[src/rtl/mbus_timer_pkg.sv]
// Shared definitions for the memory-bus timer/PWM peripheral: register offsets,
// CTRL bit positions, FSM state encoding and the CTRL register layout.
package mbus_timer_pkg;

    localparam int TMR_CTRL   = 0;
    localparam int TMR_RELOAD = 1;
    localparam int TMR_COUNT  = 2;
    localparam int TMR_STAT   = 3;
    localparam int TMR_CMP    = 4;
    localparam int TMR_NREGS  = 5;

    localparam int CTRL_EN      = 0;
    localparam int CTRL_ARL     = 1;
    localparam int CTRL_IEN     = 2;
    localparam int CTRL_PRE_LSB = 8;

    localparam logic [0:0] ST_IDLE = 1'b0;
    localparam logic [0:0] ST_RUN  = 1'b1;

    typedef struct packed {
        logic [7:0] pre;
        logic       ien;
        logic       arl;
        logic       en;
    } tmr_ctrl_t;

    // Bus view of CTRL: unused bits read back as zero.
    function automatic logic [15:0] ctrl_to_word(input tmr_ctrl_t c);
        logic [15:0] w;
        w = '0;
        w[CTRL_PRE_LSB +: 8] = c.pre;
        w[CTRL_IEN]          = c.ien;
        w[CTRL_ARL]          = c.arl;
        w[CTRL_EN]           = c.en;
        return w;
    endfunction

endpackage

[src/rtl/mbus_slave_if.sv]
// Generic memory-bus slave front end: block select, per-register write strobes
// and a read mux that returns zero when the block is not addressed.
module mbus_slave_if #(
    parameter int                   WIDTH     = 32,
    parameter int                   ADDR_SIZE = 32,
    parameter logic [ADDR_SIZE-1:0] BASE      = '0,
    parameter int                   NREGS     = 5
) (
    input  logic [ADDR_SIZE-1:0]        i_addr,
    input  logic                        i_wen,
    input  logic [NREGS-1:0][WIDTH-1:0] i_rdata,
    output logic                        o_sel,
    output logic [NREGS-1:0]            o_wr,
    output logic [WIDTH-1:0]            o_rdata
);

    logic [3:0] w_off;

    assign o_sel = (i_addr[ADDR_SIZE-1:4] == BASE[ADDR_SIZE-1:4]);
    assign w_off = i_addr[3:0];

    // NOTE: every output of a combinational block gets a default first, so no
    // path leaves it unassigned and no latch is inferred.
    always_comb begin
        o_wr    = '0;
        o_rdata = '0;
        for (int i = 0; i < NREGS; i++) begin
            if (o_sel && (w_off == 4'(i))) begin
                o_wr[i] = i_wen;
                o_rdata = i_rdata[i];
            end
        end
    end

endmodule

[src/rtl/mbus_timer.sv]
// Timer/PWM bus slave: prescaled down-counter with optional auto-reload, sticky
// overflow flag, level interrupt and a compare-driven registered PWM output.
module mbus_timer
    import mbus_timer_pkg::*;
#(
    parameter int                   WIDTH     = 32,
    parameter int                   ADDR_SIZE = 32,
    parameter logic [ADDR_SIZE-1:0] BASE      = 32'hFFFF_FF00
) (
    input  logic                 clk,
    input  logic                 reset,
    input  logic [ADDR_SIZE-1:0] mbus_aout,
    input  logic [WIDTH-1:0]     mbus_dout,
    input  logic                 mbus_wen,
    output logic [WIDTH-1:0]     mbus_din,
    output logic                 irq,
    output logic                 pwm_out,
    output logic                 sel_out
);

    tmr_ctrl_t        r_ctrl;
    logic [WIDTH-1:0] r_reload;
    logic [WIDTH-1:0] r_count;
    logic [WIDTH-1:0] r_cmp;
    logic             r_ovf;
    logic [0:0]       r_state;
    logic [7:0]       r_psc;
    logic             r_pwm;

    logic [TMR_NREGS-1:0]            w_wr;
    logic [TMR_NREGS-1:0][WIDTH-1:0] w_rd;
    logic                            w_tick;

    mbus_slave_if #(
        .WIDTH     (WIDTH),
        .ADDR_SIZE (ADDR_SIZE),
        .BASE      (BASE),
        .NREGS     (TMR_NREGS)
    ) u_slave_if (
        .i_addr  (mbus_aout),
        .i_wen   (mbus_wen),
        .i_rdata (w_rd),
        .o_sel   (sel_out),
        .o_wr    (w_wr),
        .o_rdata (mbus_din)
    );

    always_comb begin
        w_rd                   = '0;
        w_rd[TMR_CTRL][15:0]   = ctrl_to_word(r_ctrl);
        w_rd[TMR_RELOAD]       = r_reload;
        w_rd[TMR_COUNT]        = r_count;
        w_rd[TMR_STAT][1:0]    = {r_state, r_ovf};
        w_rd[TMR_CMP]          = r_cmp;
    end

    assign w_tick  = (r_state == ST_RUN) && (r_psc == r_ctrl.pre);
    assign irq     = r_ovf & r_ctrl.ien;
    assign pwm_out = r_pwm;

    // NOTE: all state is updated with non-blocking assignments so every register
    // samples the pre-edge values; later assignments in this block deliberately
    // override earlier ones (overflow beats CTRL, OVF set beats STAT clear).
    always_ff @(posedge clk or negedge reset) begin
        if (!reset) begin
            r_ctrl   <= '0;
            r_reload <= '0;
            r_count  <= '0;
            r_cmp    <= '0;
            r_ovf    <= 1'b0;
            r_state  <= ST_IDLE;
            r_psc    <= '0;
            r_pwm    <= 1'b0;
        end else begin
            if (w_wr[TMR_CTRL]) begin
                r_ctrl.pre <= mbus_dout[CTRL_PRE_LSB +: 8];
                r_ctrl.ien <= mbus_dout[CTRL_IEN];
                r_ctrl.arl <= mbus_dout[CTRL_ARL];
                r_ctrl.en  <= mbus_dout[CTRL_EN];
                r_state    <= mbus_dout[CTRL_EN] ? ST_RUN : ST_IDLE;
            end
            if (w_wr[TMR_RELOAD]) r_reload <= mbus_dout;
            if (w_wr[TMR_CMP])    r_cmp    <= mbus_dout;
            if (w_wr[TMR_STAT] && mbus_dout[0]) r_ovf <= 1'b0;

            // Prescaler only advances in RUN; a COUNT write restarts it.
            if ((r_state == ST_IDLE) || w_wr[TMR_COUNT] || w_tick) r_psc <= '0;
            else                                                    r_psc <= r_psc + 8'd1;

            if (w_wr[TMR_COUNT]) begin
                r_count <= mbus_dout;
            end else if (w_tick) begin
                if (r_count != '0) begin
                    r_count <= r_count - WIDTH'(1);
                end else begin
                    r_ovf <= 1'b1;
                    if (r_ctrl.arl) begin
                        r_count <= r_reload;
                    end else begin
                        r_ctrl.en <= 1'b0;
                        r_state   <= ST_IDLE;
                    end
                end
            end

            r_pwm <= (r_state == ST_RUN) && (r_count < r_cmp);
        end
    end

endmodule

[config.mk]
export PLATFORM = sky130hd
export DESIGN_NAME = mbus_timer
export DESIGN_NICKNAME = d
export VERILOG_FILES = /design/src/rtl/mbus_timer_pkg.sv /design/src/rtl/mbus_slave_if.sv /design/src/rtl/mbus_timer.sv
export SDC_FILE = /design/constraint.sdc
export NUM_CORES = 1
export LEC_CHECK = 0
export CAP_MARGIN = 20
export CORE_AREA = 2 2 125 127
export DETAILED_ROUTE_END_ITERATION = 7
export DIE_AREA = 0 0 127 129
export GPL_ROUTABILITY_DRIVEN = 0
export HOLD_SLACK_MARGIN = 0.05
export PLACE_DENSITY = 0.79
export SETUP_SLACK_MARGIN = 0.1
export SLEW_MARGIN = 25
export SYNTH_ARGS = -nofsm -noshare
export SYNTH_HDL_FRONTEND = slang
export SYNTH_HIERARCHICAL = 1
export SYNTH_SLANG_ARGS = --single-unit
[constraint.sdc]
create_clock -name clk -period 3.8 [get_ports clk]
set_input_delay 1.14 -clock clk [delete_from_list [all_inputs] [get_ports clk]]
set_output_delay 1.14 -clock clk [all_outputs]
set_load 0.005 [all_outputs]
# After elaboration in Yosys (flattened, before gate mapping)
# Cells that the tools add are included.
# op_classes
add_sub_neg,2
order_cmp,1
n_eq_ne,6
muxes,30
bitwise_logic,2
reduce_logical,15
# op_table
cell,n
$mux W32,8
$lt A32 B32 Y1,1
$reduce_bool A32 Y1,1
$sub A32 B1 Y32 const B,1
$eq A28 B28 Y1 const B,1
$mux W1,20
$mux W16,1
$add A8 B1 Y8 const B,1
$eq A4 B2 Y1 const B,2
$eq A8 B8 Y1,1
$logic_and A1 B1 Y1,8
$mux W8,1
$eq A4 B1 Y1 const B,1
$eq A4 B3 Y1 const B,1
$logic_not A4 Y1,1
$reduce_bool A3 Y1,1
$logic_or A1 B1 Y1,2
$reduce_and A2 Y1,1
$reduce_bool A2 Y1,1
$and A1 B1 Y1,1
$not A1 Y1,1
# word_totals
ff_bits,118
input_bits,67
out_inout_bits,35
elab_cells,67

# Depth between registers and ports, before layout
# Gate-level depths: netlist (run 1).
# depth
word_depth,8
ltp_mapped,10
mapped_depth_nobuf,8

# Hierarchy
# The synthesis (run 1) kept the hierarchy.
# modules_own_cells
mod,instances,cells_per_inst,area_per_inst_um2,seq_area_each_um2
mbus_timer,1,696,6618.8,2952.8
mbus_slave_if,1,214,1679.1,0.0

# Worst setup path after synthesis (run 1)
# Ideal clock, no wire load.
# synth_timing
path_type,input to register
startpoint,input mbus_aout[6]
endpoint,register r_count[17]
setup_time_ps,96
t_arrival_ps,3475
required_ps,3704
path_slack_ps,230
cell_stages,10
path_buffers,5
path_cell_list,nand4b_1 -> or4_4 -> buf_6 -> buf_8 -> nor4_2 -> clkbuf_1 -> buf_1 -> clkbuf_1 -> nand2_1 -> o31ai_1
# synth_between
elab_chain_cells,5
word_cells_on_any_way,7
cone_classes,eq/ne (1); mux (2); reduce/logical (4)
# synth_lines
item,line,source
from (decl),mbus_timer.sv:12,"input logic [ADDR_SIZE-1:0] mbus_aout,"
$eq A28 B28 Y1 (*),mbus_slave_if.sv:19,assign o_sel = (i_addr[ADDR_SIZE-1:4] == BASE[ADDR_SIZE-1:4]);
$logic_and A1 B1 Y1 (*),mbus_slave_if.sv:28,if (o_sel && (w_off == 4'(i))) begin
$mux W1 (*),mbus_slave_if.sv:28,
net w_wr[2],mbus_timer.sv:30,logic [TMR_NREGS-1:0] w_wr;
$reduce_bool A3 Y1 (no source line) / $reduce_bool A2 Y1 (equally long branches),-,
$reduce_and A2 Y1 (no source line),-,
to (signal assigned),mbus_timer.sv:91,r_count <= mbus_dout;
to (signal assigned),mbus_timer.sv:94,r_count <= r_count - WIDTH'(1);
to (signal assigned),mbus_timer.sv:98,r_count <= r_reload;
to (decl),mbus_timer.sv:23,logic [WIDTH-1:0] r_count;
# Mark *: on every way through the listed nets, which the timed path passes. The rest lies on a longest branch.
# A chain may end at the register's enable or synchronous reset.

# Worst setup path after layout (run 1)
# layout_timing
startpoint,input mbus_aout[5]
endpoint,output mbus_din[30]
# layout_between
elab_chain_cells,6
word_cells_on_any_way,9
cone_classes,eq/ne (1); mux (4); reduce/logical (4)
# layout_lines
item,line,source
$eq A28 B28 Y1 (*),mbus_slave_if.sv:19,
$logic_and A1 B1 Y1,mbus_slave_if.sv:28,
$mux W32 (3 in a row),mbus_slave_if.sv:28,
$mux W32 (*),mbus_slave_if.sv:28,
to (decl),mbus_timer.sv:15,"output logic [WIDTH-1:0] mbus_din,"
# Mark *: on every way between the ends. The rest lies on a longest branch, timed or not.

==> results of run 1 <==
## final timing paths
check / startpoint / slack [ps] / end / cells past startpoint
max: mbus_aout[5] / -160 / mbus_din[30] / 8
max reg2reg: r_count[0] / 660 / r_count[27] / 9
min reg2reg: r_ovf / 510 / r_ovf / 2
min in group asynchronous: reset / 610 / r_ctrl[5] / 1
min: r_ovf / 510 / r_ovf / 2
max in group asynchronous: reset / 2270 / r_count[26] / 2
## worst max-delay path, stage by stage
cell and delay [ps]:
buf_6 90, nand4bb_4 220, or4_4 570, buf_6 160
buf_12 130, buf_8 130, a2111oi_4 180, buf_2 180
## power groups by stage
stage               clock network, mW  registers [mW]  logic, mW
global route                     1.76            1.26      0.292
finish                           1.70            1.26      0.277
CTS                              1.68            1.26      0.261
detailed placement                  0            1.28      0.228
floorplan                           0            1.28     0.0804
global placement                    0            1.28      0.226
## routing by layer
layer  global-route usage (%)  share of wire, %  up-vias
met5                        0                 0        -
met4                     17.8               4.9        0
met3                     7.57               8.5      136
met2                     61.4                49      577
met1                     44.5                38     4191
li1                         -                 -     3774
## final cells by class
class                      instances  area (um^2)
fill                             943         3400
timing repair buffer             194         1950
clock inverter                     9          123
tap                              188          235
inverter                          42          158
clock buffer                      23          488
sequential                       118         2950
multi-input combinational        741         5670
## stage by stage
step           cell area [um^2]  power, mW  hold WS, ps  util (%)  cells
6_report                  11600       3.23          512      77.3   1315
3_3_place_gp              10000       1.50          480      66.8   1244
2_1_floorplan              8490       1.36          458         -    960
5_1_grt                   11600       3.30          532      77.3   1315
4_1_cts                   11500       3.20          504      76.6   1313
3_5_place_dp              10000       1.51          491      66.8   1244
## repair_timing
item,CTS,global route
pin swaps,29,23
hold buffers,0,0
resized for setup,299,35
endpoints found under the setup margin,33,33
gates cloned,9,1
buffers inserted,30,5
## synth_stat cells, types with 3 or more instances
master and count:
a2111oi_0 5, nand4_1 15, buf_4 5, xor2_1 5, nand2_1 121, or4_1 4
or4_4 3, nor2_1 88, nand2b_1 7, a2111oi_1 10, o21a_1 5, o41ai_1 3
o221ai_1 33, buf_2 9, a211oi_1 6, o311ai_1 3, o211ai_1 3, a21oi_1 24
and3_1 3, buf_1 5, inv_1 42, o31ai_1 14, nor4_2 4, nor4_1 11
a211o_1 3, xnor2_1 9, nand3_1 12, a2bb2oi_1 9, a21o_1 8, o31a_1 3
o21ai_0 56, dfrtp_1 118, mux2_2 73, or3_1 9, a31oi_1 15, a2111oi_2 19
mux2i_1 6, buf_6 4, o22ai_1 3, clkbuf_1 37, ha_1 34, nor3_1 18
## flip-flops by register name, summed over array words and instances (netlist names)
| register | cells |
|---|---|
| r_ctrl | 11 |
| r_psc | 8 |
| r_count | 32 |
| r_state | 1 |
| pwm_out | 1 |
| r_reload | 32 |
| r_ovf | 1 |
| r_cmp | 32 |
## cells in the final DEF, fill, tap and decap left out, types with 31 or more instances in the layout
cell type	n
o21ai_0	56
buf_4	50
clkdlybuf4s50_1	35
dfrtp_1	118
nand2_1	115
a2111oi_4	31
nor2_1	86
ha_1	34
mux2_2	73
buf_2	42
conb_1	51
inv_1	42
## cell families after synthesis
logic type	after synthesis	share of synthesized area (%)
adders and majority gates	34	5.13
muxes	79	10.6
DFF	118	35.6
buffers and inverters	103	5.52
AOI/OAI and AO/OA	244	22.6
other	1	0.0452
and+or+nand+nor	317	19.0
xor gates and xnor gates	14	1.48
==> flow_summary.ini, run 1 <==
[power_and_ir_drop]
intPower_mw = 2.47
ir_worst_vdd_v = 0.000317
p_sw_uw = 759
pwr-share-comb_pct = 8.6
p_seq_share_pct = 38.9
switching_share_pct = 23.5
powerDensity_nw_per_um2 = 279
cellLeakagePower_nw = 4.81
p_clk_share_pct = 52.6

[critical_path]
arrival_ps = 2820
critical_path_class = input pin to primary output
crit_fanout = 5
required_ps = 2660
cp-start-kind = input pin
critPathCaptureType = primary output

[synth]
avgSynthCellArea_um2 = 9.12
synth_top_area_cell = dfrtp_1
synth-seq-cells = 118
ys.flop_type = dfrtp_1
synthCells = 910
ys_top_cells_by_area = dfrtp_1, mux2_2, nand2_1
synth_area_um2 = 8300
yosysTopAreaCellShare_pct = 35.6
synth_warnings = 6
seq_area_frac_synth_pct = 35.6
synth-edff-count = 0
synth_cell_type_count = 76
async_reset_ff_share_pct = 100

[die]
pin_count = 102
start_util_pct = 55.4
die_h_um = 129
row_count = 45
coreArea_um2 = 15000
die-area_um2 = 16400
fp.dieW_um = 127

[clock_network]
htree_levels = 4
clk_latency_ps = 440
cts.sinks = 118
cts_buffers = 17
cts_tree = built
clock_path_buffers = 2
path_clk_slew_ps = 50
clock-root-buffer = clkbuf_16

[routing]
routed_via_density = 6.60
dr.pass1.iters = 6
drc = 0
routedWlPerCell_um = 22.7
drt_iter0_drc = 977
drtAntennaViolNets = 0
wirelength_um = 29900
vias = 8678

[sta]
clock.fmax_mhz = 253
maxSlewHeadroom_pct = 35.5
finalSetupTns_ps = -1720
worst_slew_pin_slew_ps = 955
worst_slack_ps = -157
finalSetupViolations = 26
hold_viol_final = 0
skew_ps = 12.6
fin_crit_sh_pct = 104
drv_slew = 0
rsz0062_at_grt = true
fin_crit_ps = 3960

[place]
port_buffers = 101
post-place-ws_ps = -847
hpwl_um = 17400

[finish]
area_delta_synth_final_pct = 39.5
nNetsFinal = 1215
n_antenna_cell = 0
drive_above_1_share_pct = 28.7

[hold_path]
hold_class = flop to flop

[status]
violations = negative setup slack
status = finished with violations

[global_routing]
groute.usage.overall_pct = 36.3
gr-total-overflow = 0
grt_pass1_wl_um = 46200
grt_max_degree = 53
antenna_found_initial = 0
grt_pass1_vias = 8615

[flow_run]
maxCapViolCount = 0
(Power assumes the default switching activity.)
==> inputs of run 2 (changes only) <==
Settings changed: CAP_MARGIN 20 to default.
==> results of run 2 <==
Final layout, timing and power as in run 1 (identical DEF).
